==> src/rtl/pseudo_spi_pkg.sv <==
// pseudo_spi_pkg: shared state/phase encodings and latency helper
// for the pseudo-SPI SRAM streamer.
package pseudo_spi_pkg;

  typedef enum logic [2:0] {
    ST_IDLE,
    ST_READ,
    ST_LOAD,
    ST_SHIFT,
    ST_WRITE,
    ST_NEXT,
    ST_LATCH,
    ST_DONE
  } state_e;

  typedef enum logic [1:0] {
    Q0,
    Q1,
    Q2,
    Q3
  } quarter_e;

  // Edge index after which DONE is high, START sampled at edge 0.
  function automatic int unsigned xfer_cycles(
    input int unsigned n,
    input int unsigned w,
    input int unsigned d,
    input int unsigned c
  );
    if (n == 0) return 1;
    return n * (3 + c + 4 * w * (d + 1)) + (d + 1) + 1;
  endfunction

endpackage

==> src/rtl/pseudo_spi_phase_gen.sv <==
// pseudo_spi_phase_gen: divider and quarter counter producing the
// two-phase non-overlapping clocks and per-bit strobes.
module pseudo_spi_phase_gen
  import pseudo_spi_pkg::*;
#(
  parameter int FREQ_DIV_WIDTH = 8
) (
  input  logic                      CLK,
  input  logic                      RST,
  input  logic                      en,
  input  logic [FREQ_DIV_WIDTH-1:0] div,
  output logic                      sclk1,
  output logic                      sclk2,
  output logic                      shift_stb,
  output logic                      sample_stb,
  output logic                      bit_end
);

  logic [FREQ_DIV_WIDTH-1:0] div_cnt;
  quarter_e                  quarter;
  logic                      q_end;
  logic                      q3_last;

  assign q_end = (div_cnt == div);

  always_ff @(posedge CLK or posedge RST) begin
    if (RST) begin
      div_cnt <= '0;
      quarter <= Q0;
    end else if (!en) begin
      div_cnt <= '0;
      quarter <= Q0;
    end else if (q_end) begin
      div_cnt <= '0;
      quarter <= quarter_e'(quarter + 2'd1);
    end else begin
      div_cnt <= div_cnt + 1'b1;
    end
  end

  assign q3_last    = en && (quarter == Q3) && q_end;
  assign sclk1      = en && (quarter == Q1);
  assign sclk2      = en && (quarter == Q3);
  assign sample_stb = q3_last;
  assign shift_stb  = q3_last;
  assign bit_end    = q3_last;

endmodule

==> src/rtl/pseudo_spi_xfer.sv <==
// pseudo_spi_xfer: walks an SRAM region, shifts each word out on
// SCLK1/SCLK2 and optionally writes the captured return word back.
module pseudo_spi_xfer
  import pseudo_spi_pkg::*;
#(
  parameter int MEMORY_DATA_WIDTH = 8,
  parameter int MEMORY_ADDR_WIDTH = 9,
  parameter int RESERVED_DATA_LEN = 8,
  parameter int FREQ_DIV_WIDTH    = 8
) (
  input  logic                         CLK,
  input  logic                         RST,
  input  logic                         START,
  input  logic [MEMORY_ADDR_WIDTH-1:0] ADDR_BGN,
  input  logic [RESERVED_DATA_LEN-1:0] DATA_LEN,
  input  logic [FREQ_DIV_WIDTH-1:0]    FREQ_DIV,
  input  logic                         MSB_FIRST,
  input  logic                         ADDR_DEC,
  input  logic                         CAPTURE_EN,
  input  logic [MEMORY_DATA_WIDTH-1:0] PI,
  input  logic                         SPI_SI,
  output logic                         SCLK1,
  output logic                         SCLK2,
  output logic                         LAT,
  output logic                         SPI_SO,
  output logic [MEMORY_ADDR_WIDTH-1:0] A,
  output logic                         CEN,
  output logic                         WEN,
  output logic [MEMORY_DATA_WIDTH-1:0] PO,
  output logic                         BUSY,
  output logic                         DONE
);

  localparam int W  = MEMORY_DATA_WIDTH;
  localparam int BW = $clog2(W + 1);

  state_e state, state_d;

  logic [MEMORY_ADDR_WIDTH-1:0] addr_q;
  logic [RESERVED_DATA_LEN-1:0] len_q;
  logic [RESERVED_DATA_LEN-1:0] words_left;
  logic [FREQ_DIV_WIDTH-1:0]    div_q;
  logic                         msb_q;
  logic                         dec_q;
  logic                         cap_q;
  logic [W-1:0]                 sreg;
  logic [W-1:0]                 crx;
  logic [BW-1:0]                bit_cnt;
  logic [FREQ_DIV_WIDTH-1:0]    lat_cnt;
  logic                         done_q;
  logic [31:0]                  elapsed;

  logic start_ok;
  logic sclk1, sclk2, shift_stb, sample_stb, bit_end;

  // A START landing on the DONE pulse is dropped via done_q.
  assign start_ok = START && (state == ST_IDLE) && !done_q;

  pseudo_spi_phase_gen #(
    .FREQ_DIV_WIDTH(FREQ_DIV_WIDTH)
  ) u_phase (
    .CLK       (CLK),
    .RST       (RST),
    .en        (state == ST_SHIFT),
    .div       (div_q),
    .sclk1     (sclk1),
    .sclk2     (sclk2),
    .shift_stb (shift_stb),
    .sample_stb(sample_stb),
    .bit_end   (bit_end)
  );

  always_ff @(posedge CLK or posedge RST) begin
    if (RST) state <= ST_IDLE;
    else     state <= state_d;
  end

  always_comb begin
    state_d = state;
    unique case (state)
      ST_IDLE: begin
        if (start_ok)
          state_d = (DATA_LEN == '0) ? ST_DONE : ST_READ;
      end
      ST_READ:  state_d = ST_LOAD;
      ST_LOAD:  state_d = ST_SHIFT;
      ST_SHIFT: begin
        if (bit_end && bit_cnt == BW'(1))
          state_d = cap_q ? ST_WRITE : ST_NEXT;
      end
      ST_WRITE: state_d = ST_NEXT;
      ST_NEXT: begin
        state_d = (words_left == RESERVED_DATA_LEN'(1))
                ? ST_LATCH : ST_READ;
      end
      ST_LATCH: begin
        if (lat_cnt == div_q) state_d = ST_DONE;
      end
      ST_DONE:  state_d = ST_IDLE;
      default:  state_d = ST_IDLE;
    endcase
  end

  always_ff @(posedge CLK or posedge RST) begin
    if (RST) begin
      addr_q     <= '0;
      len_q      <= '0;
      words_left <= '0;
      div_q      <= '0;
      msb_q      <= 1'b0;
      dec_q      <= 1'b0;
      cap_q      <= 1'b0;
      sreg       <= '0;
      crx        <= '0;
      bit_cnt    <= '0;
      lat_cnt    <= '0;
      done_q     <= 1'b0;
    end else begin
      if (start_ok) begin
        addr_q     <= ADDR_BGN;
        len_q      <= DATA_LEN;
        words_left <= DATA_LEN;
        div_q      <= FREQ_DIV;
        msb_q      <= MSB_FIRST;
        dec_q      <= ADDR_DEC;
        cap_q      <= CAPTURE_EN;
      end
      if (state == ST_LOAD) begin
        sreg    <= PI;
        crx     <= '0;
        bit_cnt <= BW'(W);
      end
      if (shift_stb)
        sreg <= msb_q ? (sreg << 1) : (sreg >> 1);
      if (sample_stb)
        crx <= msb_q ? {crx[W-2:0], SPI_SI}
                     : {SPI_SI, crx[W-1:1]};
      if (bit_end)
        bit_cnt <= bit_cnt - 1'b1;
      if (state == ST_NEXT) begin
        addr_q     <= dec_q ? addr_q - 1'b1 : addr_q + 1'b1;
        words_left <= words_left - 1'b1;
      end
      lat_cnt <= (state == ST_LATCH) ? lat_cnt + 1'b1 : '0;
      done_q  <= (state == ST_DONE);
    end
  end

  assign SCLK1  = sclk1;
  assign SCLK2  = sclk2;
  assign LAT    = (state == ST_LATCH);
  assign SPI_SO = (state == ST_SHIFT) && (msb_q ? sreg[W-1] : sreg[0]);
  assign CEN    = !((state == ST_READ) || (state == ST_WRITE));
  assign WEN    = (state != ST_WRITE);
  assign A      = CEN ? '0 : addr_q;
  assign PO     = (state == ST_WRITE) ? crx : '0;
  assign BUSY   = (state != ST_IDLE) || done_q;
  assign DONE   = done_q;

  // Cycles since the accepted START, for the latency check only.
  always_ff @(posedge CLK or posedge RST) begin
    if (RST)                    elapsed <= '0;
    else if (start_ok)          elapsed <= '0;
    else if (state != ST_IDLE)  elapsed <= elapsed + 1'b1;
  end

  a_no_overlap: assert property (
    @(posedge CLK) disable iff (RST) !(SCLK1 && SCLK2));

  a_latency: assert property (
    @(posedge CLK) disable iff (RST)
    done_q |-> (elapsed == xfer_cycles(32'(len_q), 32'(W),
                                       32'(div_q), 32'(cap_q))));

endmodule

==> config.mk <==
export PLATFORM = sky130hd
export DESIGN_NAME = pseudo_spi_xfer
export DESIGN_NICKNAME = d
export VERILOG_FILES = /design/src/rtl/pseudo_spi_pkg.sv /design/src/rtl/pseudo_spi_phase_gen.sv /design/src/rtl/pseudo_spi_xfer.sv
export SDC_FILE = /design/constraint.sdc
export NUM_CORES = 1
export LEC_CHECK = 0
export ABC_AREA = 1
export CAP_MARGIN = 20
export CELL_PAD_IN_SITES_DETAIL_PLACEMENT = 1
export CELL_PAD_IN_SITES_GLOBAL_PLACEMENT = 2
export CORE_MARGIN = 4
export CORE_UTILIZATION = 39
export DETAILED_ROUTE_END_ITERATION = 8
export DONT_BUFFER_PORTS = 1
export MAX_ROUTING_LAYER = met4
export PLACE_DENSITY_LB_ADDON = 0.1
export SETUP_SLACK_MARGIN = 0.4
export SKIP_CTS_REPAIR_TIMING = 1
export SYNTH_ARGS = -nofsm -noshare
export SYNTH_HDL_FRONTEND = slang
export SYNTH_HIERARCHICAL = 1
export SYNTH_SLANG_ARGS = --single-unit
==> constraint.sdc <==
create_clock -name CLK -period 4.3 [get_ports CLK]
set_input_delay 0.86 -clock CLK [delete_from_list [all_inputs] [get_ports CLK]]
set_output_delay 0.86 -clock CLK [all_outputs]
set_load 0.01 [all_outputs]
# Yosys cells after proc, flatten, opt, wreduce, memory -nomap -nowiden

Cells that the tools add are included.

Add/subtract/negate cells: 7
Equality and inequality tests: 18
Multiplexer cells: 28
Reductions and logical operators: 17

Operators with widths:

| operator            | number |
|---|---|
| $mux 8              | 12 |
| $mux 9              | 4 |
| $pmux 3 s8          | 1 |
| $add 8x1->8 const B | 2 |
| $eq 8x8->1          | 2 |
| $mux 3              | 5 |
| $eq 3x3->1 const B  | 4 |
| $add 9x1->9 const B | 1 |
| $sub 9x1->9 const B | 1 |
| $eq 8x1->1 const B  | 1 |
| $logic_not 8->1     | 1 |
| $mux 4              | 2 |
| $sub 8x1->8 const B | 1 |
| $logic_and 1x1->1   | 7 |
| $eq 3x2->1 const B  | 2 |
| $ne 2x2->1 const B  | 3 |
| $eq 4x1->1 const B  | 1 |
| $mux 2              | 2 |
| $reduce_bool 2->1   | 2 |
| $sub 4x1->4 const B | 1 |
| $eq 3x1->1 const B  | 1 |
| $logic_not 3->1     | 1 |
| $ne 3x3->1 const B  | 1 |
| $reduce_and 3->1    | 1 |
| 8 further kinds     | 11 |

Flip-flop bits (word level): 70
Input port bits: 40
Output and inout port bits: 25

# Longest topological paths before layout

Gate-level depths: netlist of the first run.

Word-level depth: 6
Mapped depth: 13

# Modules after synthesis

Netlist of the first run, hierarchy kept.

Modules (own cells, without submodules):

| module               | instances | cells each | area an instance (µm²) |
|---|---|---|---|
| pseudo_spi_xfer      | 1         | 517        | 3723.6 |
| pseudo_spi_phase_gen | 1         | 96         | 735.7 |

# Worst setup path before layout of the first run

Ideal clock, no wire load.

Path type: register to register
From: reg state[1]
To: reg sreg[0]
Setup time: 0.118 ns
Arrival time: 2.277 ns
Data required time: 4.182 ns
Path slack: 1.906 ns
Cell stages (with the launch flop): 11
Buffers on the path: 3
Clock period less this slack: 2.394 ns
Cells stage by stage: dfrtp_1 > nand2_1 > nor2_1 > nand2_1 > nor2_1 > buf_4 > buf_2 > clkbuf_1 > o21ai_0 > nand2_1 > o21ai_2

Word-level cells in the longest chain between the ends: 4

RTL lines:

| item                                        | line                       | RTL |
|---|---|---|
| start, declared                             | pseudo_spi_xfer.sv:37      | `state_e state, state_d;` |
| start signal, assigned                      | pseudo_spi_xfer.sv:75      | `else state <= state_d;` |
| $eq 3x2->1 (*)                              | pseudo_spi_xfer.sv:64      | `.en (state == ST_SHIFT),` |
| $logic_and 1x1->1 (*) (2 in a row)          | pseudo_spi_phase_gen.sv:41 | `assign q3_last = en && (quarter == Q3) && q_end;` |
| net bit_end                                 | pseudo_spi_xfer.sv:54      | `logic sclk1, sclk2, shift_stb, sample_stb, bit_end;` |
| $mux 8 or $reduce_bool 2->1 (tied branches) | --                         |  |
| end signal, assigned                        | pseudo_spi_xfer.sv:134     | `sreg <= msb_q ? (sreg << 1) : (sreg >> 1);` |
| end, declared                               | pseudo_spi_xfer.sv:46      | `logic [W-1:0] sreg;` |

Mark *: on every way through the listed nets, which the timed path passes. The rest lies on a longest branch.
A chain may end at the register's enable or synchronous reset.

# Worst setup path in the final report of the first run

From: reg state[1]
To: out A[7]

Word-level cells in the longest chain between the ends: 3

RTL lines:

| item                                     | line                   | RTL |
|---|---|---|
| $eq 3x1->1 or $eq 3x3->1 (tied branches) | pseudo_spi_xfer.sv:153 | `assign CEN = !((state == ST_READ) \|\| (state == ST_WRITE));` |
| $logic_or 1x1->1 (*)                     | pseudo_spi_xfer.sv:153 |  |
| $mux 9 (*)                               | pseudo_spi_xfer.sv:155 | `assign A = CEN ? '0 : addr_q;` |
| end, declared                            | pseudo_spi_xfer.sv:26  | `output logic [MEMORY_ADDR_WIDTH-1:0] A,` |

Every way passes the cells marked *; elsewhere a longest branch is shown, timed or not.

==> impl_metrics.csv, run 1 <==
group,metric,value,unit
run_status,status,"finished clean",
route,detailedRoute.firstIterationViolations,226,
setup_path,crit_type,"flip-flop to primary output",
sta,timing.final.crit_period,2.67,ns
cells_and_area,proportion_of_layout_cells_with_a_drive_suffix_above_1,0.100,
clock_tree,tritoncts.num_buffers,9,
clock_tree,clock_tree.root_cell,"sky130_fd_sc_hd__clkbuf_16",
worst_hold_path,timing.hold.worst.class,"input port to async pin",
setup_path,critical_path.startpoint_type,"flip-flop",
placed_design,dp_worst_setup_slack,1.96,ns
grt,via_count_of_the_first_global_routing_pass,4011,
sta,layout_worst_path_cycle_share,0.621,
clock_tree,cts.reportedPaths.clkPinSlew,0.06,ns
synth,yosysUniqueCellTypes,41,
placed_design,gpl_wtd_cong,0.797,
sta,max-slew-margin-rel,0.553,
placed_design,io_buffers,0,
flow_run,number_of_max_cap_violations,0,
route,remaining_drc_errors,0,
pwr,vdd.ir_drop.worst,0.000309,V
sta,rsz0062_at_grt,"false",
route,drt-wirelength-per-cell,15.4,um
route,detail_route.first_pass.iterations,4,
floorplanning,placement_rows,38,
pwr,p_seq_frac,0.323,
sta,max_freq,375,MHz
pwr,clkPwrFrac,0.224,
setup_path,critical_path.max_fanout,10,
sta,hold_slack,0.359,ns
pwr,combPwrFrac,0.453,
grt,grt_first_pass_wirelength,19800,um
sta,final.setup.tns,0,ns
synth,ffs_w_async_s_r_synth,1.00,
pwr,power.switching_fraction,0.444,
floorplanning,die_area,13200,um2
setup_path,crit_required,3.44,ns
pwr,leakage,2.32,nW
floorplanning,starting_utilization_of_the_core_area,0.404,
synth,syn-mean-instance-area,7.27,um2
grt,grt_use_met1,0.249,
sta,setup_ws_post_layout,1.63,ns
clock_tree,clock_tree_from_tritoncts,"yes",
sta,setup-violations-final,0,
route,route.vias.total,3816,
sta,max_slew_violation_count,0,
synth,syn_inst,613,
clock_tree,clock-sinks,70,
synth,synth_edf_count,0,
sta,final-hold-violation-count,0,
setup_path,crit_path_end_kind,"primary output",
synth,area_leader_netlist,"sky130_fd_sc_hd__dfrtp_1",
clock_tree,clockBufferDepth,2,
floorplanning,floorplan.die.height,115,um
synth,post-synth-top-area-fraction,0.393,
pwr,pwr_density_cell,666,nW/um2
pwr,netSwitchingPower,0.00144,W
pwr,internal-power,0.00180,W
synth,synth.cells.most_frequent,"sky130_fd_sc_hd__nand2_1 (169), sky130_fd_sc_hd__inv_1 (86), sky130_fd_sc_hd__nor2_1 (72)",
placed_design,place.detailed.hpwl,8700,um
sta,worstMarginPinSlew,0.671,ns
grt,grtUsageTotal,0.196,
cells_and_area,area_added_between_synthesis_and_finish,8.89,%
floorplanning,dieWidth,115,um
cells_and_area,final_net_count,669,
grt,gr-total-overflow,0,
floorplanning,fp.coreArea,11000,um2
cells_and_area,n_antenna_cell,0,
grt,grtUsageMet2,0.314,
grt,grt-busiest-layer,"met2",
floorplanning,io-pin-count,65,
synth,post_synth_main_area_contributors,"sky130_fd_sc_hd__dfrtp_1 (39%), sky130_fd_sc_hd__nand2_1 (14%), sky130_fd_sc_hd__inv_1 (7.2%)",
synth,synthesis.nets,669,
sta,finalClockSkew,0.00421,ns
grt,grt_start_max_net_pins,44,
route,route.detailed.vias_per_inst,5.03,
clock_tree,h-tree-depth,3,
synth,yosys_warnings,6,
synth,cell_with_the_most_instances_after_synthesis,"sky130_fd_sc_hd__nand2_1",
synth,seq_area_frac_synth,0.393,
grt,global_route.usage.met3,0.0353,
grt,initial_antenna_violation_count,0,
setup_path,worst-endpoint-arrival,1.81,ns
route,postRouteAntennaNets,0,
synth,most_used_dff_post_synth,"sky130_fd_sc_hd__dfrtp_1",
synth,synthesis.area,4460,um2
synth,synth.ff_latch_count,70,
route,totalWireLength,11700,um
clock_tree,clock_insertion_delay_worst_skew,0.34,ns
## worst paths after layout
kind | start | end | slack (ns) | cells after the start
hold reg to reg | bit_cnt[3] | bit_cnt[3] | 0.48 | 1
hold / removal | RST | bit_cnt[0] | 0.36 | 1
setup reg to reg | u_phase/div_cnt[0] | sreg[7] | 2.04 | 11
setup / recovery | state[1] | A[7] | 1.63 | 5
min in group CLK | bit_cnt[3] | bit_cnt[3] | 0.48 | 1
max in group asynchronous | RST | addr_q[6] | 3.37 | 2
## metrics by stage
stage	util	cell area, um2	std cells	power, W
after floorplan	-	4460	613	0.00221
after global placement	0.412	4550	741	0.00248
after detailed placement	0.412	4550	741	0.00254
after CTS	0.438	4840	757	0.00328
after global routing	0.440	4860	758	0.00355
final	0.440	4860	758	0.00323
## layer usage
layer / vias to the layer above / part of all wire
li1: 1918 / -
met1: 1836 / 0.48
met2: 51 / 0.47
met3: 11 / 0.031
met4: 0 / 0.016
met5: - / 0
## layout make-up
| cell class | count | area (um2) |
|---|---|---|
| fill | 1379 | 6170 |
| multi-input combinational | 430 | 2230 |
| sequential | 70 | 1750 |
| inverter | 98 | 373 |
| clock buffer | 13 | 270 |
| tap | 140 | 175 |
| timing repair buffer | 4 | 42.5 |
| clock inverter | 3 | 17.5 |
## power groups by stage
stage	sequential (W)	clock [W]	combinational, W
floorplan	0.000979	0	0.00124
global placement	0.00105	0	0.00143
detailed placement	0.00106	0	0.00148
CTS	0.00105	0.000745	0.00149
global route	0.00107	0.000776	0.00170
finish	0.00104	0.000726	0.00147
## state kept, by name (all words and copies together), names as in the netlist
signal	count
bit_cnt	4
dec_q	1
lat_cnt	8
sreg	8
words_left	8
u_phase/quarter	2
u_phase/div_cnt	8
div_q	8
cap_q	1
addr_q	9
crx	8
state	3
DONE	1
msb_q	1
## cells in the final DEF (no fill, tap or decap), types with 3 or more instances in the layout
| cell | n |
|---|---|
| sky130_fd_sc_hd__o211ai_1 | 5 |
| sky130_fd_sc_hd__nor2_2 | 9 |
| sky130_fd_sc_hd__o21a_1 | 5 |
| sky130_fd_sc_hd__nand2_4 | 4 |
| sky130_fd_sc_hd__xnor2_1 | 11 |
| sky130_fd_sc_hd__nand2_2 | 3 |
| sky130_fd_sc_hd__a21oi_1 | 19 |
| sky130_fd_sc_hd__dfrtp_1 | 70 |
| sky130_fd_sc_hd__o22ai_1 | 10 |
| sky130_fd_sc_hd__o21ai_0 | 27 |
| sky130_fd_sc_hd__ha_1 | 15 |
| sky130_fd_sc_hd__nor2_1 | 72 |
| sky130_fd_sc_hd__o21ai_1 | 6 |
| sky130_fd_sc_hd__clkbuf_8 | 3 |
| sky130_fd_sc_hd__clkbuf_16 | 9 |
| sky130_fd_sc_hd__inv_2 | 9 |
| sky130_fd_sc_hd__or2_2 | 3 |
| sky130_fd_sc_hd__nand4_1 | 3 |
| sky130_fd_sc_hd__xor2_1 | 5 |
| sky130_fd_sc_hd__nor2_4 | 3 |
| sky130_fd_sc_hd__nor3_1 | 15 |
| sky130_fd_sc_hd__nand3b_1 | 4 |
| sky130_fd_sc_hd__nand2_1 | 169 |
| sky130_fd_sc_hd__inv_1 | 85 |
| sky130_fd_sc_hd__nand3_1 | 27 |
| sky130_fd_sc_hd__buf_4 | 3 |
## worst max-delay path, cell delays in order, from the launching register on
cell	delay, ns
sky130_fd_sc_hd__dfrtp_1	0.39
sky130_fd_sc_hd__inv_1	0.08
sky130_fd_sc_hd__nand2_1	0.15
sky130_fd_sc_hd__inv_1	0.12
sky130_fd_sc_hd__a21oi_2	0.55
sky130_fd_sc_hd__nor2_1	0.18
## cells by family after synthesis
| group | count (synthesis) | share of synthesized area |
|---|---|---|
| and+or+nand+nor | 320 | 0.319 |
| xor gates and xnor gates | 16 | 0.0314 |
| adders and majority gates | 16 | 0.0466 |
| buffers and inverters | 113 | 0.108 |
| AOI/OAI and AO/OA | 78 | 0.102 |
| DFF | 70 | 0.393 |
No activity file was read; power rests on OpenSTA's default activity.
==> run 2, diff against run 1 <==
CORE_UTILIZATION = 33   (was 39)
clock period = 2.2 ns   (was 4.3 ns; I/O delays follow)
==> run 2 against run 1 <==
Net effect: global-route usage fell by 3.5 points; critical path depth rose by 1; cell count rose by 9.9%; routed wire length rose by 5.7%; non-clock buffer count rose by 39; combinational power rose to 2.6 times the previous value; register-to-register slack got worse by 1.7 ns; sequential share of layout area fell by 4.8 points; highest routed layer unchanged.
==> impl_metrics.csv, run 2 (synthesized netlist as in run 1, its figures left out) <==
group,metric,value,unit
pwr,combPwrFrac,0.519,
clock_tree,cts.reportedPaths.clkPinSlew,0.06,ns
grt,grtUsageTotal,0.162,
setup_path,timing.reg2reg.setup_slack,0.38,ns
floorplanning,dieWidth,124,um
sta,final-hold-violation-count,0,
clock_tree,clock-sinks,70,
sta,max-slew-margin-rel,0.576,
route,drt-wirelength-per-cell,14.8,um
route,detail_route.first_pass.iterations,4,
setup_path,r2r_start,"u_phase/div_cnt[3]",
pwr,vdd.ir_drop.worst,0.000443,V
sta,timing.final.crit_period,1.88,ns
pwr,p_seq_frac,0.279,
sta,layout_worst_path_cycle_share,0.855,
cells_and_area,final_net_count,708,
clock_tree,clockBufferDepth,2,
cells_and_area,proportion_of_layout_cells_with_a_drive_suffix_above_1,0.256,
floorplanning,placement_rows,42,
cells_and_area,layout.cells.most_common,"sky130_fd_sc_hd__nand2_1",
setup_path,cp.buffers_inverters,4,
sta,setup-violations-final,0,
setup_path,cell_class_contributing_the_biggest_share_of_worst_path_delay,"flip-flops",
setup_path,crit_type,"flip-flop to primary output",
setup_path,worst-endpoint-arrival,1.44,ns
setup_path,worst-r2r-cell-count,10,
floorplanning,io-pin-count,65,
pwr,power.switching_fraction,0.439,
route,route.detailed.vias_per_inst,4.75,
placed_design,io_buffers,0,
pwr,internal-power,0.00416,W
sta,setup_ws_post_layout,0.320,ns
cells_and_area,area_added_between_synthesis_and_finish,26.0,%
setup_path,timing.critical_path.from,"state[1]",
placed_design,gpl_wtd_cong,0.768,
placed_design,place.detailed.hpwl,8960,um
flow_run,number_of_max_cap_violations,0,
route,detailedRoute.firstIterationViolations,94,
cells_and_area,number_of_flip_flops_in_the_largest_register,9,
sta,final.setup.tns,0,ns
cells_and_area,mostFrequentLayoutCells,"sky130_fd_sc_hd__nand2_1 (162), sky130_fd_sc_hd__inv_1 (77), sky130_fd_sc_hd__dfrtp_1 (64)",
grt,grt_start_max_net_pins,39,
grt,gr-total-overflow,0,
clock_tree,clock_tree.root_cell,"sky130_fd_sc_hd__clkbuf_16",
cells_and_area,n_antenna_cell,0,
floorplanning,fp.coreArea,13200,um2
route,totalWireLength,12400,um
pwr,leakage,2.57,nW
run_status,status,"finished clean",
setup_path,crit_path_top_delay_cell,"sky130_fd_sc_hd__dfrtp_1",
setup_path,path_depth,6,
clock_tree,clock_tree_from_tritoncts,"yes",
route,route.vias.total,3955,
setup_path,critical_path.max_fanout,6,
sta,max_freq,532,MHz
pwr,clkPwrFrac,0.202,
clock_tree,h-tree-depth,3,
floorplanning,starting_utilization_of_the_core_area,0.337,
sta,max_slew_violation_count,0,
pwr,netSwitchingPower,0.00325,W
clock_tree,tritoncts.num_buffers,9,
setup_path,crit_required,1.76,ns
pwr,pwr_density_cell,1320,nW/um2
grt,grt_first_pass_wirelength,19800,um
setup_path,critical_path.most_common_cell,"sky130_fd_sc_hd__inv_2",
sta,worstMarginPinSlew,0.635,ns
setup_path,crit_path_end_kind,"primary output",
sta,finalClockSkew,0.00485,ns
setup_path,reg2reg_to,"sreg[2]",
route,postRouteAntennaNets,0,
clock_tree,clock_insertion_delay_worst_skew,0.34,ns
setup_path,worst_path_largest_cell_delay,0.43,ns
placed_design,dp_worst_setup_slack,0.277,ns
floorplanning,floorplan.die.height,124,um
cells_and_area,largest-register,"addr_q",
setup_path,cp-endpoint,"CEN",
cells_and_area,post-route-util,0.424,
grt,initial_antenna_violation_count,0,
floorplanning,die_area,15400,um2
setup_path,timing.critical_path.cells,"inv_2 -> nand2_4 -> inv_2 -> a21oi_4 -> buf_12 -> buf_6",
sta,rsz0062_at_grt,"true",
setup_path,critical_path.startpoint_type,"flip-flop",
grt,via_count_of_the_first_global_routing_pass,3995,
route,remaining_drc_errors,0,
worst_hold_path,timing.hold.worst.class,"input port to async pin",
==> run 2: changes by cell type in the layout (fill, tap and decap cells not counted), sizes merged <==
cell / before / now
clkinv: 4 / 6
buf: 4 / 40
dlygate4sd3: 0 / 1
bufinv: 0 / 1
clkbuf: 13 / 12
clkinvlp: 1 / 2
inv: 96 / 95
==> run 2: layer usage <==
layer / track usage / vias to the layer above / wire length [um]
met3: 0.0266 / 12 / 281
met2: 0.267 / 47 / 6060
met4: 0.0619 / 0 / 203
met5: - / - / 0
met1: 0.200 / 1899 / 5820
li1: - / 1997 / -
==> run 2: final cells by class <==
class / instances / area (um2)
clock buffer: 10 / 239
clock inverter: 6 / 61.3
fill: 1640 / 7620
inverter: 98 / 394
multi-input combinational: 430 / 2520
sequential: 70 / 1760
tap: 176 / 220
timing repair buffer: 43 / 427
==> run 2: worst reg2reg max path: cells and delay by family (launching register included) <==
kind | cells | cell delay [ns]
buf+inv | 2 | 0.30
simple gates | 7 | 0.83
xor+xnor | 1 | 0.18
flops | 1 | 0.43
==> run 2: power by group through the flow <==
stage | clock [W] | combinational [W] | sequential, W
2_1_floorplan | 0 | 0.00243 | 0.00192
3_3_place_gp | 0 | 0.00293 | 0.00206
3_5_place_dp | 0 | 0.00299 | 0.00207
4_1_cts | 0.00154 | 0.00300 | 0.00205
5_1_grt | 0.00160 | 0.00433 | 0.00212
6_report | 0.00150 | 0.00384 | 0.00206
==> run 2: stage by stage <==
step | cell area (um2) | std cells | hold WS, ns | total power, W
3_5_place_dp | 4670 | 783 | 0.350 | 0.00506
3_3_place_gp | 4670 | 783 | 0.347 | 0.00499
5_1_grt | 5620 | 833 | 0.0789 | 0.00805
6_report | 5620 | 833 | 0.0453 | 0.00740
4_1_cts | 4970 | 799 | -0.0250 | 0.00660
2_1_floorplan | 4490 | 613 | 0.280 | 0.00435
==> run 2: worst min path at each step <==
stage	depth (start not counted)	start	slack [ns]	end
final	1	RST	0.05	div_q[7]
after detailed placement	1	RST	0.35	u_phase/div_cnt[4]
after floorplan	1	RST	0.28	u_phase/div_cnt[0]
after global routing	1	RST	0.08	div_q[7]
after CTS	1	RST	-0.02	u_phase/div_cnt[4]
after global placement	1	RST	0.35	u_phase/div_cnt[4]
